===== config.mk =====
export PLATFORM = sky130hd
export DESIGN_NAME = mem_stage
export DESIGN_NICKNAME = d
export VERILOG_FILES = /design/src/rtl/mem_stage.sv
export SDC_FILE = /design/constraint.sdc
export NUM_CORES = 1
export LEC_CHECK = 0
export BUFFER_PORTS_ARGS = -buffer_cell sky130_fd_sc_hd__buf_2
export CAP_MARGIN = 30
export CORE_UTILIZATION = 40
export CTS_CLUSTER_SIZE = 40
export DETAILED_ROUTE_END_ITERATION = 10
export HOLD_SLACK_MARGIN = 0.1
export PLACE_DENSITY = 0.76
export RECOVER_POWER = 25
export SYNTH_ARGS = -nofsm -noshare
export SYNTH_HDL_FRONTEND = slang
export SYNTH_SLANG_ARGS = --single-unit

===== constraint.sdc =====
create_clock -name i_clk -period 3.4 [get_ports i_clk]
set_input_delay 0.34 -clock i_clk [delete_from_list [all_inputs] [get_ports i_clk]]
set_output_delay 0.34 -clock i_clk [all_outputs]
set_load 0.05 [all_outputs]

===== src/rtl/mem_stage.sv =====
// ---------------------------------------------------------------------------
// mem_stage -- MEM pipeline stage with a stalling data-memory handshake.
//
// Purpose:
//    Passes ALU results to the MEM/WB register in one cycle. A load or store
//    is latched into holding registers and issued as a req/ack transaction.
//    Upstream stages are frozen via o_mem_stall until the access completes or
//    times out.
//
// Optional feature macro: MEM_SUBWORD_EN
//    When defined, byte and halfword loads and stores are supported (i_func).
//    Misaligned halfword or word accesses raise o_mem_fault.
//    When undefined, every access is a full word and i_func is ignored.
//
// Parameters:
//    TIMEOUT_CYCLES  max ACCESS cycles waiting for ack (0 = never time out)
//
// Ports:
//    i_clk, i_rst                 clock, async active-high reset
//    i_result                     ALU result / byte address
//    i_data_for_writing_for_sw    store data
//    i_mem_enable_mem, i_mem_read_mem, i_mem_write_mem,
//    i_wb_enable_mem, i_ld_mem    EX/MEM control bits
//    i_rd_mem                     destination register
//    i_func                       load/store width code
//    o_dmem_req, o_dmem_we        memory request / write select
//    o_dmem_addr, o_dmem_wdata,
//    o_dmem_wstrb                 word address, write data, byte strobes
//    i_dmem_ack, i_dmem_rdata     completion and read data
//    o_mem_stall                  freeze request to upstream stages
//    o_wb_data, o_rd_wb,
//    o_wb_enable_wb               MEM/WB pipeline register
//    o_mem_fault                  one-cycle pulse on timeout / misalignment
// ---------------------------------------------------------------------------
module mem_stage #(
   parameter int TIMEOUT_CYCLES = 16
) (
   input  logic        i_clk,
   input  logic        i_rst,
   input  logic [31:0] i_result,
   input  logic [31:0] i_data_for_writing_for_sw,
   input  logic        i_mem_enable_mem,
   input  logic        i_mem_read_mem,
   input  logic        i_mem_write_mem,
   input  logic        i_wb_enable_mem,
   input  logic        i_ld_mem,
   input  logic [4:0]  i_rd_mem,
   input  logic [2:0]  i_func,
   output logic        o_dmem_req,
   output logic        o_dmem_we,
   output logic [31:0] o_dmem_addr,
   output logic [31:0] o_dmem_wdata,
   output logic [3:0]  o_dmem_wstrb,
   input  logic        i_dmem_ack,
   input  logic [31:0] i_dmem_rdata,
   output logic        o_mem_stall,
   output logic [31:0] o_wb_data,
   output logic [4:0]  o_rd_wb,
   output logic        o_wb_enable_wb,
   output logic        o_mem_fault
);

   typedef enum logic {IDLE, ACCESS} state_t;

   localparam int CW = (TIMEOUT_CYCLES > 1) ? $clog2(TIMEOUT_CYCLES) : 1;
   localparam int LAST = (TIMEOUT_CYCLES == 0) ? 0 : TIMEOUT_CYCLES - 1;
   localparam logic [CW-1:0] LAST_CNT = CW'(LAST);

   state_t        r_state;
   logic [CW-1:0] r_cnt;
   logic [31:0]   r_addr;
   logic [31:0]   r_wdata;
   logic [3:0]    r_wstrb;
   logic          r_we;
   logic [4:0]    r_rd;
   logic          r_wb_en_hold;
   logic [31:0]   r_wb_data;
   logic [4:0]    r_rd_wb;
   logic          r_wb_en;
   logic          r_fault;

   logic          w_start;
   logic          w_misaligned;
   logic [31:0]   w_cap_wdata;
   logic [3:0]    w_cap_wstrb;
   logic [31:0]   w_load_data;
   logic          w_unused;

`ifdef MEM_SUBWORD_EN
   logic [1:0]    r_off;
   logic [2:0]    r_func;
   logic [31:0]   w_shifted;
`endif

   assign w_start      = (r_state == IDLE) && i_mem_enable_mem
                         && (i_mem_read_mem || i_mem_write_mem);
   // Reset gating keeps the stall low while rst is held, even if a start pattern is present
   assign o_mem_stall  = !i_rst && (w_start || (r_state == ACCESS));
   assign o_dmem_req   = (r_state == ACCESS);
   assign o_dmem_we    = (r_state == ACCESS) && r_we;
   assign o_dmem_addr  = r_addr;
   assign o_dmem_wdata = r_wdata;
   assign o_dmem_wstrb = r_wstrb;
   assign o_wb_data    = r_wb_data;
   assign o_rd_wb      = r_rd_wb;
   assign o_wb_enable_wb = r_wb_en;
   assign o_mem_fault  = r_fault;

   // Store lane placement and alignment check for the access being started
   always_comb begin
      w_cap_wdata  = i_data_for_writing_for_sw;
      w_cap_wstrb  = 4'hF;
      w_misaligned = 1'b0;
`ifdef MEM_SUBWORD_EN
      case (i_func[1:0])
         2'b00: begin
            w_cap_wdata = {4{i_data_for_writing_for_sw[7:0]}};
            w_cap_wstrb = 4'b0001 << i_result[1:0];
         end
         2'b01: begin
            w_cap_wdata  = {2{i_data_for_writing_for_sw[15:0]}};
            w_cap_wstrb  = i_result[1] ? 4'b1100 : 4'b0011;
            w_misaligned = i_result[0];
         end
         default: w_misaligned = |i_result[1:0];
      endcase
`endif
   end

   // Load data formatting: lane extraction plus sign/zero extension
`ifdef MEM_SUBWORD_EN
   assign w_shifted = i_dmem_rdata >> {r_off, 3'b000};
   always_comb begin
      case (r_func)
         3'b000:  w_load_data = {{24{w_shifted[7]}}, w_shifted[7:0]};
         3'b001:  w_load_data = {{16{w_shifted[15]}}, w_shifted[15:0]};
         3'b100:  w_load_data = {24'b0, w_shifted[7:0]};
         3'b101:  w_load_data = {16'b0, w_shifted[15:0]};
         default: w_load_data = i_dmem_rdata;
      endcase
   end
   assign w_unused = ^{i_ld_mem, w_shifted[31:16]};
`else
   assign w_load_data = i_dmem_rdata;
   assign w_unused = ^{i_ld_mem, i_func, i_result[1:0]};
`endif

   // Access FSM, holding registers and MEM/WB register. Once in ACCESS only
   // the holding registers are used, so upstream bubbles cannot disturb it.
   always_ff @(posedge i_clk or posedge i_rst) begin
      if (i_rst) begin
         r_state      <= IDLE;
         r_cnt        <= '0;
         r_addr       <= '0;
         r_wdata      <= '0;
         r_wstrb      <= '0;
         r_we         <= 1'b0;
         r_rd         <= '0;
         r_wb_en_hold <= 1'b0;
         r_wb_data    <= '0;
         r_rd_wb      <= '0;
         r_wb_en      <= 1'b0;
         r_fault      <= 1'b0;
`ifdef MEM_SUBWORD_EN
         r_off        <= '0;
         r_func       <= '0;
`endif
      end else begin
         r_fault <= 1'b0;
         case (r_state)
            IDLE: begin
               if (w_start) begin
                  r_wb_en <= 1'b0;
                  if (w_misaligned) begin
                     r_fault <= 1'b1;
                  end else begin
                     r_addr       <= {i_result[31:2], 2'b00};
                     r_wdata      <= w_cap_wdata;
                     r_wstrb      <= w_cap_wstrb;
                     r_we         <= i_mem_write_mem;
                     r_rd         <= i_rd_mem;
                     r_wb_en_hold <= i_wb_enable_mem;
                     r_cnt        <= '0;
                     r_state      <= ACCESS;
`ifdef MEM_SUBWORD_EN
                     r_off        <= i_result[1:0];
                     r_func       <= i_func;
`endif
                  end
               end else begin
                  r_wb_data <= i_result;
                  r_rd_wb   <= i_rd_mem;
                  r_wb_en   <= i_wb_enable_mem;
               end
            end
            ACCESS: begin
               if (i_dmem_ack) begin
                  r_rd_wb <= r_rd;
                  r_state <= IDLE;
                  if (r_we) begin
                     r_wb_en <= 1'b0;
                  end else begin
                     r_wb_data <= w_load_data;
                     r_wb_en   <= r_wb_en_hold;
                  end
               end else if ((TIMEOUT_CYCLES != 0) && (r_cnt == LAST_CNT)) begin
                  r_wb_en <= 1'b0;
                  r_fault <= 1'b1;
                  r_state <= IDLE;
               end else begin
                  r_wb_en <= 1'b0;
                  r_cnt   <= r_cnt + CW'(1);
               end
            end
            default: r_state <= IDLE;
         endcase
      end
   end

endmodule


=== Word level (Yosys, flattened, before mapping) ===
Cells that the tools add are included.

* Add/sub/neg operators: 1
* Eq/ne operators: 7
* Muxes and demuxes: 22
* Bitwise logic cells: 1
* Reduce and logical (&&, ||, !) cells: 11

{| class="wikitable"
|+ Operator list
! cell !! number
|-
| two-way mux 32 bit || 3
|-
| case mux 32 bit (2 select lines) || 1
|-
| two-way mux 4 bit || 3
|-
| != test 2 bit, second input constant || 6
|-
| two-way mux 5 bit || 2
|-
| case mux 5 bit (2 select lines) || 1
|-
| two-way mux 1 bit || 8
|-
| case mux 4 bit (2 select lines) || 1
|-
| case mux 1 bit (2 select lines) || 3
|-
| AND reduction 3 bit || 2
|-
| adder 4 x 1 -> 4 bit, second input constant || 1
|-
| equality test 4 bit, second input constant || 1
|-
| logical AND 1 bit || 4
|-
| AND reduction 2 bit || 2
|-
| logical OR 1 bit || 2
|-
| zero test 1 bit || 1
|-
| NOT 1 bit || 1
|}

* Register bits after elaboration: 114
* Bits of input ports: 112
* Logic and storage cells: 54

=== Depth between registers and ports, before layout ===
Gate-level depths: netlist of the first run.

* Word-level depth: 5
* Mapped depth: 6
* Gate-level depth less buffers: 4

=== Worst setup path after synthesis of the first run ===
OpenSTA, ideal clock, no wires.

* Path type: register to output
* Start point: reg r_state, in the netlist o_dmem_req
* End point: out o_mem_stall
* Data arrival time: 2,035 ps
* Data required time: 3,060 ps
* Slack: 1,025 ps
* Cell stages (with the launch flop): 5
* Path through: dfrtp_1 -> buf_4 -> clkbuf_1 -> inv_1 -> a21oi_1

* Cells in the longest elaborated chain, start to end: 5

{| class="wikitable"
|+ RTL lines
! element !! RTL line !! source
|-
| start, declared || 69 || <nowiki>state_t r_state;</nowiki>
|-
| start signal, assigned || 152 || <nowiki>r_state <= IDLE;</nowiki>
|-
| start signal, assigned || 184 || <nowiki>r_state <= ACCESS;</nowiki>
|-
| start signal, assigned || 199 || <nowiki>r_state <= IDLE;</nowiki>
|-
| NOT 1 bit (no source line) || - ||
|-
| logical AND 1 bit || 95 || <nowiki>assign w_start = (r_state == IDLE) && i_mem_enable_mem</nowiki>
|-
| logical AND 1 bit || 96 || <nowiki>&& (i_mem_read_mem || i_mem_write_mem);</nowiki>
|-
| logical OR 1 bit * || 98 || <nowiki>assign o_mem_stall = !i_rst && (w_start || (r_state == ACCESS));</nowiki>
|-
| logical AND 1 bit * || 98 ||
|-
| end, declared || 56 || <nowiki>output logic o_mem_stall,</nowiki>
|}

Every way passes the cells marked *; elsewhere a longest branch is shown, timed or not.

=== Worst setup path in the final report of the first run ===
Ends and elaborated chain as after synthesis.

==> results of run 1 <==
## sequential cells by signal, indices dropped and copies added (netlist names), 4 cells and up
name,cells
o_rd_wb,5
o_wb_data,32
r_cnt,4
r_rd,5
o_dmem_addr,30
o_dmem_wdata,32
## cell families after synthesis
family	Yosys count
mux	135
fa+ha+maj	1
simple gates	21
flops	114
compound gates	24
buf+inv	27
other cells	1
## final timing paths
| path | cells after the start | endpoint | start |
|---|---|---|---|
| worst max-delay path | 4 | o_mem_stall | o_dmem_req$_DFF_PP0_ |
| worst min-delay path | 2 | o_dmem_wdata[21]$_DFFE_PP0P_ | i_data_for_writing_for_sw[21] |
| worst min register to register | 1 | o_rd_wb[2]$_DFFE_PP0P_ | o_rd_wb[2]$_DFFE_PP0P_ |
| max in group asynchronous | 4 | r_we$_DFFE_PP0P_ | i_rst |
| worst max register to register | 4 | o_wb_data[27]$_DFFE_PP0P_ | o_dmem_req$_DFF_PP0_ |
| min in group asynchronous | 3 | o_dmem_addr[9]$_DFFE_PP0P_ | i_rst |
## per-stage QoR
| stage | hold WS [ps] | cell area, um^2 | std cells | worst slack, ps | power (uW) |
|---|---|---|---|---|---|
| 2_1_floorplan | 468.1 | 4898 | 324 | 44.29 | 3596 |
| 3_3_place_gp | 466.4 | 6056 | 670 | 1227 | 4064 |
| 3_5_place_dp | 471.7 | 6056 | 670 | 1153 | 4124 |
| 4_1_cts | 135.8 | 6761 | 703 | 1080 | 6218 |
| 5_1_grt | 143.6 | 6748 | 704 | 802.5 | 6387 |
| 6_report | 154.1 | 6748 | 704 | 912.7 | 6148 |
## layer usage
layer | wire length (um) | track usage | up-vias
met5 | 0 | 0 | -
met4 | 269 | 0.08356 | 0
met3 | 776 | 0.07451 | 29
met2 | 5509 | 0.3053 | 151
met1 | 4410 | 0.2068 | 1701
li1 | - | - | 1592
## synth_stat cells (all sizes together)
library cell  count
a21oi             6
a22o              1
a2bb2oi           1
a31oi             1
a32o              1
and2              1
and3              4
buf              20
clkbuf            1
conb              1
dfrtp           114
ha                1
inv               6
mux2            133
mux2i             2
nand2             3
nand2b            5
nand3             2
nor2              4
nor2b             1
nor3b             1
o21ai             7
o22ai             1
o2bb2ai           4
o32ai             2
## power breakdown
part / switching (uW) / internal [uW]
logic: 1550 / 627
clock network: 597 / 1470
registers: 197 / 1710
## cells in the final DEF (no fill, tap or decap), drive strengths merged, types with 3 or more instances in the layout
cell type	instances
nand2b	5
o2bb2ai	4
mux2	133
nor2	4
nand2	3
and3	4
clkbuf	55
buf	189
dfrtp	114
o21ai	7
a21oi	6
inv	6
bufinv	6
## worst register-to-register path, cell delays in order (launching register included)
cell and delay [ps]:
dfrtp_1 830, nand2b_4 330, a2bb2oi_4 410, buf_16 230, mux2_2 360
## final cells by class
cell class | instances | area [um^2]
Clock buffer | 23 | 498.0
Clock inverter | 9 | 197.7
Fill cell | 1003 | 5214
Inverter | 6 | 25.02
Multi-Input combinational cell | 183 | 1867
Sequential cell | 114 | 2853
Tap cell | 147 | 183.9
Timing Repair Buffer | 222 | 1124
## repair_timing
| item | in CTS | in global routing |
|---|---|---|
| resized for setup | 0 | 0 |
| endpoints found under the hold margin | 52 | 0 |
| hold buffers | 1 | 0 |
==> impl_results.md, run 1 <==
* Status: finished, final reports clean
* Delay-heaviest family, CP: flip-flops
* CTS tree: done
* Post-CTS Setup Bufs at 0
* CTS sink cnt at 114
* H-tree depth at 4
* GPL Wtd Cong at 0.7629
* Initial DRC count at 115
* Largest net degree at the start of global routing at 63
* Cells after Synth at 323
* Final Hold Viols at 0
* Minimum clock period at 2487 ps
* Crit-path max cell delay at 660 ps
* DRT Pass-1 Iters at 5
* Worst vdd ir at 0.0004738 V
* Synth Area in Compound Gates at 0.03579
* HP Class: input pin to flip-flop
* Post-DR vias/cell at 4.933
* Synth area leaders: dfrtp_1, mux2_2, buf_4, mux2_4, buf_6
* Routed len/inst at 15.58 um
* Max-slew violation count at 0
* Largest area contributor in the netlist: dfrtp_1
* ANT nets after route at 0
* Sequential fraction of the synthesis area at 0.5828
* Setup Crit Path Kind: flip-flop to primary output
* Syn Area/Cell at 15.15 um^2
* Routed via count at 3473
* Data required, critical path at 3060 ps
* Worst-path clk slew at 50 ps
* Inserted Clock Buffers at 17
* First-pass GRT wire length at 17820 um
* Clk buf depth at 2
* Clock Skew at 5.900 ps
* RSZ-0062 raised after global routing: no
* Rows at 40
* Worst Path Max Fanout at 17
* Clock Latency Late Sink at 410 ps
* Buffers plus inverters on the worst setup path at 1
* Crit-path slowest cell: dfrtp_1
* R2R setup slack at 1110 ps
* Adder-cell area share of the yosys netlist at 0.002556
* Max_cap viols at 0
* DR DRC count at 0
* Leak Pwr at 0.003175 uW
* Setup TNS at 0 ps
* Max Clk Rate at 402.0 MHz
* Congestion Overflow GR at 0
* Layout area overhead at 37.86%
* Vias in the first global route at 3686
* Die area at 0.01268 mm^2
* Layout cell share with drive strength beyond 1 at 0.6409
* Worst slew pin tran at 757.4 ps
* CP startpoint kind: flip-flop
* Root buf cell: clkbuf_16
* Largest family of logic cells by synthesized area: multiplexers
* Ant diodes at 0
* Initial cell density of the core at 0.4092
* Util after Layout at 0.5641
* Io pins at 222
* DP HPWL at 7848 um
* Initial antenna violation count at 0
* Pwr dens at 911.1 mW/mm^2
* Mapped Area at 0.004895 mm^2
* XOR/XNOR Fraction of Synth Area at 0
* Synthesized-area fraction occupied by and/or/nand/nor cells at 0.02761
* Final net count at 657
* PortBufs at 215
* Final count of negative-setup-slack endpoints at 0
* Die span in y at 112.6 um
* Mux cell area share after synthesis at 0.3131
* Final wirelength at 10970 um
* Warnings, synthesis at 0
* Crit path DAT at 2150 ps
* Die Span X at 112.6 um
* Post-synth top area share at 0.5828
* Crit path cell chain: nor2b_1 -> o21ai_2 -> a21oi_1 -> buf_2
* Max-slew headroom at 0.4951
* Total Routing Usage GR at 0.1836
* CP Capture Type: primary output
* FF+latch count, synth at 114
* Final period util at 0.7316
* Core ar. at 0.01196 mm^2
* Post-synth cell types at 32
Power figures use the tool's default switching activity.
==> run 2: changes to the inputs <==
==> constraint.sdc (replaced) <==
create_clock -name i_clk -period 2.12 [get_ports i_clk]
set_input_delay 0.212 -clock i_clk [delete_from_list [all_inputs] [get_ports i_clk]]
set_output_delay 0.212 -clock i_clk [all_outputs]
set_load 0.05 [all_outputs]
==> impl_results.md, run 2 (synthesis results as in run 1) <==
* Routed via count at 3745 (+7.8%)
* Switching portion of total power at 0.4057 (+0.02431)
* Reg2reg start: o_dmem_req$_DFF_PP0_
* Inserted Clock Buffers at 17 (unchanged)
* Post-CTS Setup Bufs at 0 (unchanged)
* Layout area overhead at 49.21%
* Minimum clock period at 1976 ps
* CP Capture Point: o_mem_stall
* NetSw at 3744 uW (+60%)
* Clock Latency Late Sink at 400 ps (about the same)
* Die Span X at 112.6 um (unchanged)
* Crit-path max cell delay at 420 ps (-240 ps)
* Layout cell share with drive strength beyond 1 at 0.6240 (-0.01693)
* Worst Setup SP: o_dmem_req$_DFF_PP0_
* Crit-path slowest cell: dfrtp_2
* Die span in y at 112.6 um (unchanged)
* Worst-path clk slew at 50 ps (about the same)
* Vias in the first global route at 3973 (+7.8%)
* Max Clk Rate at 506.1 MHz
* Max-slew violation count at 0 (unchanged)
* Crit path DAT at 1760 ps (-390 ps)
* R2R depth at 4 (unchanged)
* HP Class: input pin to flip-flop
* Crit path cell chain: buf_6 -> inv_1 -> a21oi_2 -> buf_2
* Worst Path Max Fanout at 30 (+13)
* Setup TNS at 0 ps (unchanged)
* Commonest non-fill, non-tap cell in the layout: buf_2
* Clk buf depth at 2 (unchanged)
* Root buf cell: clkbuf_16
* Data required, critical path at 1910 ps (-1150 ps)
* Setup Crit Path Kind: flip-flop to primary output
* Die area at 0.01268 mm^2 (unchanged)
* Clock network fraction of total power at 0.274 (-0.062)
* Delay-heaviest family, CP: buffers and inverters
* Pwr dens at 1264 mW/mm^2 (+39%)
* Io pins at 222 (unchanged)
* Internal power at 5486 uW (+44%)
* Core ar. at 0.01196 mm^2 (unchanged)
* Final wirelength at 12230 um (+11%)
* Status: finished, final reports clean
* Clock Skew at 3.779 ps (-2.121 ps)
* Util after Layout at 0.6106 (+0.04644)
* Congestion Overflow GR at 0 (unchanged)
* First-pass GRT wire length at 19750 um (+11%)
* Tot Pwr at 9230 uW (+50%)
* Initial DRC count at 109 (-5.2%)
* Initial antenna violation count at 0 (unchanged)
* DRT Pass-1 Iters at 5 (unchanged)
* Max_cap viols at 0 (unchanged)
* PortBufs at 215 (unchanged)
* Most frequent cells in the layout: buf_2, mux2_2, dfrtp_1
* R2R setup slack at 480 ps (-630 ps)
* Worst slew pin tran at 1244 ps (+486.2 ps)
* Sequential fraction of design power at 0.330 (+0.020)
* Final Hold Viols at 0 (unchanged)
* Buffers plus inverters on the worst setup path at 3 (+2)
* Final count of negative-setup-slack endpoints at 0 (unchanged)
* WP depth at 4 (unchanged)
* DP HPWL at 7797 um (-0.65%)
* Post-DR vias/cell at 4.851 (-1.7%)
* Rows at 40 (unchanged)
* Worst min-delay path startpoint: i_wb_enable_mem
* RSZ-0062 raised after global routing: no
* CP Capture Type: primary output
* Total Routing Usage GR at 0.2026 (+0.01899)
* Routed len/inst at 15.84 um (+1.7%)
* ANT nets after route at 0 (unchanged)
* Initial cell density of the core at 0.4092 (unchanged)
* CTS tree: done
* Final period util at 0.9321
* GPL Wtd Cong at 0.7654 (+0.33%)
* RR Endpoint: o_dmem_addr[19]$_DFFE_PP0P_
* Largest net degree at the start of global routing at 64 (+1.6%)
* Final net count at 727 (+11%)
* Worst vdd ir at 0.0008220 V (+74%)
* DR DRC count at 0 (unchanged)
* H-tree depth at 4 (unchanged)
* CTS sink cnt at 114 (unchanged)
* Ant diodes at 0 (unchanged)
* Combinational Power Share at 0.396 (+0.042)
* Leak Pwr at 0.003475 uW (+9.4%)
* CP startpoint kind: flip-flop
* Max-slew headroom at 0.1709 (-0.3241)
==> run 2: worst min path at each step <==
stage | end | depth (start not counted)
after floorplan | r_we$_DFFE_PP0P_ | 1
after global placement | o_dmem_wstrb[0]$_DFFE_PP0P_ | 3
after detailed placement | o_dmem_wstrb[0]$_DFFE_PP0P_ | 3
after CTS | r_wb_en_hold$_DFFE_PP0P_ | 3
after global routing | o_wb_enable_wb$_DFF_PP0_ | 3
final | o_wb_enable_wb$_DFF_PP0_ | 3
==> run 2: final cells by class <==
class                           instances  area [um^2]
Fill cell                             937         4658
Tap cell                              147        183.9
Sequential cell                       114         2854
Timing Repair Buffer                  292         1837
Multi-Input combinational cell        183         1871
Clock buffer                           24        501.7
Inverter                                6        26.28
Clock inverter                          6        30.03
==> run 2: power groups by stage <==
stage	Clock [uW]	Combinational, uW	Sequential [uW]
global route	2690	3820	3120
floorplan	0	964	4800
global placement	0	3510	3030
detailed placement	0	3570	3060
finish	2530	3650	3040
CTS	2580	3670	3040
==> run 2: stage by stage <==
step	cell area, um^2	setup WS, ps	std cells	hold WS [ps]
floorplan	4906	134.1	324	351.7
detailed placement	6103	426.5	674	359.1
CTS	7320	105.2	772	101.3
global placement	6103	485.9	674	342.4
finish	7303	144.0	772	118.6
global route	7303	13.92	772	126.9
==> run 2: routing by layer <==
layer,vias to the layer above,global-route usage,wire length (um)
met2,133,0.3481,6471
li1,1738,-,-
met4,0,0.09067,168
met1,1858,0.2340,4872
met5,-,0,0
met3,16,0.05940,714
==> run 2: timing repair <==
| item | 4_1_cts | 5_1_grt |
|---|---|---|
| resized for setup | 1 | 0 |
| endpoints found under the setup margin | 1 | 0 |
| hold buffers | 68 | 0 |
| hold endpoints to repair | 182 | 0 |
==> run 2: tightest hold or removal path, cell delays in order <==
cell and delay, ps:
buf_2 100, inv_1 60, o32ai_1 90
==> run 3: changes to the inputs <==
--- a/config.mk
+++ b/config.mk
@@ -11,7 +11,7 @@
 export CTS_CLUSTER_SIZE = 40
 export DETAILED_ROUTE_END_ITERATION = 10
 export HOLD_SLACK_MARGIN = 0.1
-export PLACE_DENSITY = 0.76
+export PLACE_DENSITY = 0.73
 export RECOVER_POWER = 25
 export SYNTH_ARGS = -nofsm -noshare
 export SYNTH_HDL_FRONTEND = slang
==> constraint.sdc (replaced) <==
create_clock -name i_clk -period 2.2 [get_ports i_clk]
set_input_delay 0.22 -clock i_clk [delete_from_list [all_inputs] [get_ports i_clk]]
set_output_delay 0.22 -clock i_clk [all_outputs]
set_load 0.05 [all_outputs]
==> impl_results.md, run 3 (synthesis results as in run 1) <==
* Congestion Overflow GR at 0 (unchanged)
* Vias in the first global route at 4071 (+2.5%)
* DR DRC count at 0 (unchanged)
* CTS sink cnt at 114 (unchanged)
* Reg2reg start: o_dmem_req$_DFF_PP0_
* Non-Filler Instances at 771 (-0.13%)
* Worst Setup SP: o_dmem_req$_DFF_PP0_
* Final count of negative-setup-slack endpoints at 0 (unchanged)
* Largest net degree at the start of global routing at 61 (-4.7%)
* Final wirelength at 11930 um (-2.4%)
* Initial cell density of the core at 0.4092 (unchanged)
* Io pins at 222 (unchanged)
* Minimum clock period at 2014 ps
* Crit-path max cell delay at 490 ps (+70 ps)
* Worst min-delay path startpoint: i_mem_write_mem
* Worst Path Max Fanout at 9 (-70%)
* Clock Skew at 7.583 ps (+3.804 ps)
* Post-DR vias/cell at 4.861 (+0.21%)
* Data required, critical path at 1980 ps (+70 ps)
* Most frequent cells in the layout: buf_2, mux2_2, dfrtp_1
* Max-slew headroom at 0.1337 (-0.03728)
* PortBufs at 215 (unchanged)
* Max-slew violation count at 0 (unchanged)
* DRT Pass-1 Iters at 4 (-1)
* HP Class: input pin to flip-flop
* Commonest non-fill, non-tap cell in the layout: buf_2
* CP startpoint kind: flip-flop
* Final Hold Viols at 0 (unchanged)
* Routed via count at 3748 (+0.080%)
* DP HPWL at 7842 um (+0.57%)
* Worst vdd ir at 0.0008111 V (-1.3%)
* H-tree depth at 4 (unchanged)
* Final net count at 727 (unchanged)
* Post-CTS Setup Bufs at 0 (unchanged)
* Initial antenna violation count at 0 (unchanged)
* RSZ-0062 raised after global routing: no
* Initial DRC count at 104 (-4.6%)
* Status: finished, final reports clean
* Clock Latency Late Sink at 410 ps (about the same)
* Final period util at 0.9153
* Worst-path clk slew at 50 ps (about the same)
* Routed wl met3 at 787 um (+10%)
* Layout cell share with drive strength beyond 1 at 0.5801 (-0.04387)
* Worst slew pin tran at 1300 ps (+55.92 ps)
* Setup TNS at 0 ps (unchanged)
* Ant diodes at 0 (unchanged)
* Die area at 0.01268 mm^2 (unchanged)
* GPL Wtd Cong at 0.7245 (-5.3%)
* Layout area overhead at 50.56%
* Crit path cell chain: nor2b_1 -> o21ai_2 -> a21oi_2 -> buf_2
* Pwr dens at 1259 mW/mm^2 (-0.42%)
* First-pass GRT wire length at 19330 um (-2.1%)
* ANT nets after route at 0 (unchanged)
* CTS tree: done
* Met1 wire length at 4686 um (-3.8%)
* Die span in y at 112.6 um (unchanged)
* Crit path DAT at 1790 ps (+30 ps)
* DR WL met2 at 6225 um (-3.8%)
* Max Clk Rate at 496.6 MHz
* Routed len/inst at 15.47 um (-2.3%)
* Crit-path slowest cell: dfrtp_2
* Total Routing Usage GR at 0.1973 (-0.005296)
* Leak Pwr at 0.003436 uW (-1.1%)
* Placed cells at 673 (-0.15%)
* Finished Cell Area at 0.007370 mm^2 (+0.91%)
* Die Span X at 112.6 um (unchanged)
* Top layer in use: met4
* Root buf cell: clkbuf_16
* Inserted Clock Buffers at 17 (unchanged)
* Clk buf depth at 2 (unchanged)
* Rows at 40 (unchanged)
* Max_cap viols at 0 (unchanged)
* Setup Crit Path Kind: flip-flop to primary output
* CP Capture Type: primary output
* Core ar. at 0.01196 mm^2 (unchanged)
* Placed cell area at 0.006096 mm^2 (-0.12%)
run 3: final cells by class:
| type | count | area [um^2] |
|---|---|---|
| clock buffer | 25 | 525.5 |
| sequential | 114 | 2854 |
| tap | 147 | 183.9 |
| fill | 894 | 4592 |
| clock inverter | 4 | 95.09 |
| multi-input combinational | 183 | 1871 |
| timing repair buffer | 292 | 1814 |
| inverter | 6 | 26.28 |
run 3: final timing paths:
check,endpoint,slack (ps),cells past startpoint
setup / recovery,o_mem_stall,190,4
hold / removal,r_we$_DFFE_PP0P_,120,2
setup reg to reg,o_dmem_wdata[17]$_DFFE_PP0P_,510,4
hold reg to reg,o_wb_data[24]$_DFFE_PP0P_,490,1
max in group asynchronous,o_wb_data[29]$_DFFE_PP0P_,520,4
min in group asynchronous,o_dmem_wstrb[0]$_DFFE_PP0P_,670,4
run 3: critical path: cells and delay by family, from the launching register on:
kind / cells / cell delay, ps
compound gates: 2 / 370
buf+inv: 1 / 270
flops: 1 / 490
simple gates: 1 / 260
run 3: power by group:
part	total [uW]	switching (uW)	internal, uW
clock network	2840	875	1970
logic	3480	2430	1050
registers	2950	304	2640
run 3: per-stage QoR:
step	worst slack (ps)	power, uW	utilization	hold WS, ps
4_1_cts	150.3	9379	0.6192	102.2
3_3_place_gp	524.6	6306	0.5096	450.5
3_5_place_dp	495.7	6401	0.5096	457.3
5_1_grt	94.87	9654	0.6161	131.3
2_1_floorplan	206.1	5559	-	359.7
6_report	186.4	9275	0.6161	123.8
run 3: what timing repair did:
item,CTS,global route
gates resized for setup,0,0
hold endpoints to repair,124,0
hold buffers,69,0
run 3: routing by layer:
metal | track usage | vias to the layer above
li1 | - | 1733
met4 | 0.09333 | 0
met2 | 0.3506 | 154
met5 | 0 | -
met1 | 0.2121 | 1840
met3 | 0.06371 | 21
